**config.mk**
```make
export PLATFORM = sky130hd
export DESIGN_NAME = midi_voice_alloc
export DESIGN_NICKNAME = d
export VERILOG_FILES = /design/src/rtl/midi_voice_alloc.sv
export SDC_FILE = /design/constraint.sdc
export NUM_CORES = 1
export LEC_CHECK = 0
export ABC_AREA = 1
export BUFFER_PORTS_ARGS = -buffer_cell sky130_fd_sc_hd__buf_2
export CORE_MARGIN = 8
export CORE_UTILIZATION = 50
export DETAILED_ROUTE_END_ITERATION = 6
export GPL_TIMING_DRIVEN = 0
export PLACE_DENSITY = 0.74
export SLEW_MARGIN = 15
export SYNTH_ARGS = -nofsm -noshare
export SYNTH_HDL_FRONTEND = slang
export SYNTH_SLANG_ARGS = --single-unit
```
**constraint.sdc**
```tcl
create_clock -name clk -period 1.8 [get_ports clk]
set_input_delay 0.18 -clock clk [delete_from_list [all_inputs] [get_ports clk]]
set_output_delay 0.18 -clock clk [all_outputs]
set_load 0.005 [all_outputs]
```
**src/rtl/midi_voice_alloc.sv**
```systemverilog
// Polyphonic voice allocator: maps 3-byte MIDI note messages onto NUM_VOICES
// voices (retrigger, then free, then steal oldest) and drives registered
// per-voice note/velocity/gate/trigger lanes.
module midi_voice_alloc #(
  parameter int unsigned NUM_VOICES     = 4,
  parameter bit          CHANNEL_FILTER = 1'b0,
  parameter logic [3:0]  MIDI_CHANNEL   = 4'h0
) (
  input  logic                        clk,
  input  logic                        rst_n,
  input  logic [23:0]                 i_midi_bytes,
  input  logic                        i_midi_valid,
  output logic                        o_busy,
  output logic                        o_drop,
  output logic                        o_steal,
  output logic [NUM_VOICES-1:0]       o_voice_gate,
  output logic [NUM_VOICES-1:0]       o_voice_trig,
  output logic [7*NUM_VOICES-1:0]     o_voice_note,
  output logic [7*NUM_VOICES-1:0]     o_voice_vel
);

  localparam int unsigned IW = (NUM_VOICES > 1) ? $clog2(NUM_VOICES) : 1;
  localparam int unsigned AW = IW;
  localparam logic [IW-1:0] LAST_IDX   = IW'(NUM_VOICES - 1);
  localparam logic [AW-1:0] OLDEST_AGE = AW'(NUM_VOICES - 1);

  typedef enum logic [1:0] {
    IDLE   = 2'd0,
    SCAN   = 2'd1,
    COMMIT = 2'd2
  } state_t;

  state_t          state_q;
  logic [IW-1:0]   idx_q;
  logic            is_on_q;
  logic [6:0]      msg_note_q;
  logic [6:0]      msg_vel_q;
  logic            match_found_q;
  logic [IW-1:0]   match_idx_q;
  logic            free_found_q;
  logic [IW-1:0]   free_idx_q;
  logic [IW-1:0]   old_idx_q;

  logic            busy_q;
  logic            drop_q;
  logic            steal_q;
  logic [NUM_VOICES-1:0] gate_q;
  logic [NUM_VOICES-1:0] trig_q;
  logic [6:0]      vnote_q [NUM_VOICES];
  logic [6:0]      vvel_q  [NUM_VOICES];
  logic [AW-1:0]   age_q   [NUM_VOICES];

  logic [3:0]      status_hi_c;
  logic [3:0]      status_ch_c;
  logic [6:0]      in_note_c;
  logic [6:0]      in_vel_c;
  logic            msg_on_c;
  logic            msg_off_c;
  logic            chan_ok_c;
  logic            accept_c;
  logic            scan_hit_c;
  logic [IW-1:0]   tgt_c;
  logic            steal_c;
  logic            unused_bits_c;

  // Field extraction; only the low 7 bits of the data bytes are meaningful.
  assign status_hi_c   = i_midi_bytes[23:20];
  assign status_ch_c   = i_midi_bytes[19:16];
  assign in_note_c     = i_midi_bytes[14:8];
  assign in_vel_c      = i_midi_bytes[6:0];
  assign unused_bits_c = ^{i_midi_bytes[15], i_midi_bytes[7]};

  // Message classification: velocity-0 note-on is a note-off.
  always_comb begin
    msg_on_c  = 1'b0;
    msg_off_c = 1'b0;
    chan_ok_c = 1'b1;
    if (status_hi_c == 4'h9 && in_vel_c != 7'd0) begin
      msg_on_c = 1'b1;
    end
    if (status_hi_c == 4'h8 || (status_hi_c == 4'h9 && in_vel_c == 7'd0)) begin
      msg_off_c = 1'b1;
    end
    if (CHANNEL_FILTER && status_ch_c != MIDI_CHANNEL) begin
      chan_ok_c = 1'b0;
    end
    accept_c = chan_ok_c && (msg_on_c || msg_off_c);
  end

  // Voice under examination holds the message note and is sounding.
  assign scan_hit_c = gate_q[idx_q] && (vnote_q[idx_q] == msg_note_q);

  // Note-on target: retrigger beats free voice beats stealing the oldest.
  always_comb begin
    tgt_c   = old_idx_q;
    steal_c = 1'b0;
    if (match_found_q) begin
      tgt_c = match_idx_q;
    end else if (free_found_q) begin
      tgt_c = free_idx_q;
    end else begin
      steal_c = 1'b1;
    end
  end

  // Allocator FSM, scan bookkeeping and all registered voice state.
  always_ff @(posedge clk) begin
    if (!rst_n) begin
      state_q       <= IDLE;
      idx_q         <= '0;
      is_on_q       <= 1'b0;
      msg_note_q    <= '0;
      msg_vel_q     <= '0;
      match_found_q <= 1'b0;
      match_idx_q   <= '0;
      free_found_q  <= 1'b0;
      free_idx_q    <= '0;
      old_idx_q     <= '0;
      busy_q        <= 1'b0;
      drop_q        <= 1'b0;
      steal_q       <= 1'b0;
      gate_q        <= '0;
      trig_q        <= '0;
      for (int unsigned i = 0; i < NUM_VOICES; i++) begin
        vnote_q[i] <= '0;
        vvel_q[i]  <= '0;
        age_q[i]   <= AW'(i);
      end
    end else begin
      drop_q  <= 1'b0;
      steal_q <= 1'b0;
      trig_q  <= '0;
      case (state_q)
        IDLE: begin
          if (i_midi_valid && accept_c) begin
            is_on_q       <= msg_on_c;
            msg_note_q    <= in_note_c;
            msg_vel_q     <= in_vel_c;
            match_found_q <= 1'b0;
            free_found_q  <= 1'b0;
            idx_q         <= '0;
            busy_q        <= 1'b1;
            state_q       <= SCAN;
          end
        end
        SCAN: begin
          if (i_midi_valid) begin
            drop_q <= 1'b1;
          end
          if (scan_hit_c && !match_found_q) begin
            match_found_q <= 1'b1;
            match_idx_q   <= idx_q;
          end
          if (!gate_q[idx_q] && !free_found_q) begin
            free_found_q <= 1'b1;
            free_idx_q   <= idx_q;
          end
          if (age_q[idx_q] == OLDEST_AGE) begin
            old_idx_q <= idx_q;
          end
          if (idx_q == LAST_IDX) begin
            state_q <= COMMIT;
          end else begin
            idx_q <= idx_q + IW'(1);
          end
        end
        COMMIT: begin
          if (i_midi_valid) begin
            drop_q <= 1'b1;
          end
          if (is_on_q) begin
            gate_q[tgt_c]  <= 1'b1;
            trig_q[tgt_c]  <= 1'b1;
            vnote_q[tgt_c] <= msg_note_q;
            vvel_q[tgt_c]  <= msg_vel_q;
            steal_q        <= steal_c;
            for (int unsigned i = 0; i < NUM_VOICES; i++) begin
              if (IW'(i) == tgt_c) begin
                age_q[i] <= '0;
              end else if (age_q[i] < age_q[tgt_c]) begin
                age_q[i] <= age_q[i] + AW'(1);
              end
            end
          end else if (match_found_q) begin
            gate_q[match_idx_q] <= 1'b0;
          end
          busy_q  <= 1'b0;
          state_q <= IDLE;
        end
        default: begin
          busy_q  <= 1'b0;
          state_q <= IDLE;
        end
      endcase
    end
  end

  assign o_busy       = busy_q;
  assign o_drop       = drop_q;
  assign o_steal      = steal_q;
  assign o_voice_gate = gate_q;
  assign o_voice_trig = trig_q;

  // Flatten per-voice registers onto the 7-bit lanes.
  for (genvar g = 0; g < NUM_VOICES; g++) begin : g_lane
    assign o_voice_note[7*g +: 7] = vnote_q[g];
    assign o_voice_vel[7*g +: 7]  = vvel_q[g];
  end

endmodule

```
==> results.cfg <==
[clocking]
clock_sinks = 104
clkTransAtPathRegs_ps = 100
cts_buffers = 9
tritoncts = built
insertion_delay_ps = 380
ctsHtreeMaxLevel = 3
cts_buffer_depth = 2
postCtsHoldBufs = 0
root_buffer = clkbuf_8

[final_layout]
n_fill_cell = 789
nNetsFinal = 681
num_antenna_cells = 0
layout_common_cells = 95 x nand2_1, 91 x buf_2, 79 x nor2_1
layout_commonest_cell = nand2_1
final_util_pct = 63.5
area_growth_pct = 23.8
drive_gt1_share_pct = 31.0

[global_route]
antenna_found_initial = 0
busiest_layer = met2
grt_first_pass_wirelength_um = 20000
grt_start_max_net_pins = 20
use_met1_pct = 24.6
grt_pass1_vias = 3984
grt-ovfl-total = 0
met3_usage_pct = 3.96
grtUsageMet2_pct = 33.5
grt_usage_pct = 19.9

[yosys]
synth.area.top_cells = edfxtp_1 41%, dfxtp_1 17%, nand2_1 8.5%
synth_top_cell_by_area = edfxtp_1
async_flop_share_pct = 0
syn_nets = 565
synthFlopType = edfxtp_1
netlist.area_leader.share_pct = 40.5
syn-cell-area_um2 = 4740
ys_seq_elements = 104
synthCells = 534
yosysWarningCount = 0
synth.distinct_cells = 33
synth_edf_count = 64
yosysSeqAreaShare_pct = 57.4
syn_area_per_cell_um2 = 8.88

[outcome]
status = finished clean

[floorplan]
die_height_um = 113
start_util_pct = 51.3
rows = 35
num_io_pins = 94
dieArea_um2 = 12900
core_um2 = 9240
die_w_um = 113

[timing]
setup_violations = 0
fin_crit_ps = 1750
fin_skew_ps = 18.6
fin_crit_sh_pct = 97.4
max_freq_mhz = 570
hold_viol_final = 0
relSlewSlack_pct = 49.4
holdWs_ps = 36.4
tightest_slew_ps = 759
rsz0062_at_grt = true
drv_slew = 0

[routing]
firstDrtPassIters = 5
drt_wl_total_um = 13100
vias = 4206
routedWlPerCell_um = 16.7
drc_errors = 0
postRouteAntennaNets = 0
drtIter0Drc = 311
vias_per_cell = 5.36

[pwr]
power_density_nw_per_um2 = 983
irDropWorstVdd_uv = 623
p_leak_nw = 2.48

[placed_design]
port_buffers = 87
hpwl_um = 9110
gp_congestion = 0.919

[worst_setup_path]
arrival_ps = 1840
end_kind = flop
crit_type = flop to flop
setup.worst_path.start_class = flop
cp_top_family = simple AND/OR/NAND/NOR gates
crit_path_max_incr_delay_ps = 330
cp_slowest_cell = dfxtp_2
crit_top_cell = nand3_2
r2r_slack_ps = 50
crit_buf_inv = 1
critPathRequiredTime_ps = 1890
path_cells = buf_6, nand2_1, a21boi_4, nand3_2, nand3_2, nand2_1, nand3b_1, nand3_2
cp_max_fo = 8

[flow_run]
maxCapViolCount = 0

[hold_path]
min_path_type = input pin to flop
[Yosys cell counts (2+ instances only)]
master	count
a211oi_1	2
a21oi_1	34
buf_2	4
buf_6	4
clkbuf_1	9
dfxtp_1	40
edfxtp_1	64
ha_1	4
inv_1	58
inv_2	6
nand2_1	107
nand2_2	13
nand3_1	49
nand3_2	9
nor2_1	83
nor2_2	3
nor3_1	2
o21ai_0	27
xor2_1	2
[through the flow]
step                      instances  area [um^2]  setup WS (ps)  TNS [ps]  power (W)
after floorplan                 534         4750          -21.4      -299    0.00383
after global placement          750         5350           -527    -29700    0.00420
after detailed placement        750         5350           -553    -33460    0.00425
after CTS                       774         5700           2.08         0    0.00566
after global routing            784         5870          -48.2      -170    0.00605
final                           784         5870           46.6         0    0.00577
[logic make-up after synthesis]
group | Yosys count | synth area share, %
and+or+nand+nor | 269 | 25.0
DFF | 104 | 57.4
buffers and inverters | 84 | 7.92
AOI/OAI and AO/OA | 71 | 8.26
adders and majority gates | 4 | 1.06
xor gates and xnor gates | 2 | 0.370
[routing by layer]
metal	wire length, um	share of wire [%]
met5	0	0
met4	296	2.3
met3	1060	8.1
met2	6230	47
met1	5540	42
[power by group]
part	internal, W	total (W)	switching (W)
clock	0.000539	0.00143	0.000888
combinational	0.000560	0.00156	0.000995
sequential	0.00268	0.00279	0.000106
total	0.00378	0.00577	0.00199
[sequential cells by signal, indices dropped and copies added (netlist names), 2 cells and up, named ones only]
name,cells
age_q,8
free_idx_q,2
idx_q,2
match_idx_q,2
msg_note_q,7
msg_vel_q,7
o_voice_gate,4
o_voice_trig,4
old_idx_q,2
state_q,2
vnote_q,28
vvel_q,28
[repair_timing]
item                                    4_1_cts  5_1_grt
pin swaps                                     1        6
resized for setup                            27       37
endpoints found under the setup margin      111       92
gates cloned                                  3        1
buffers inserted                              5       10
[layout make-up]
type	instances	area [um^2]	area share, %
plain buffers	18	128	2.18
flip-flops and latches	104	2730	46.5
multi-input cells	349	1840	31.3
clock buffers	10	128	2.18
inverters	65	259	4.41
well taps	129	161	2.75
repair buffers	103	563	9.60
clock inverters	6	60.1	1.02
[path summary, 6_finish.rpt]
path             endpoint     startpoint  cells after the start
max           age_q[0][1]  match_found_q                      8
min reg2reg  msg_vel_q[1]   msg_vel_q[1]                      2
min                o_drop   i_midi_valid                      3
max reg2reg   age_q[0][1]  match_found_q                      8
[tightest hold or removal path, cell delays in order]
cell,delay [ps]
buf_2,110
nand2_1,60
nor2_1,30
Power figures use the tool's default switching activity.
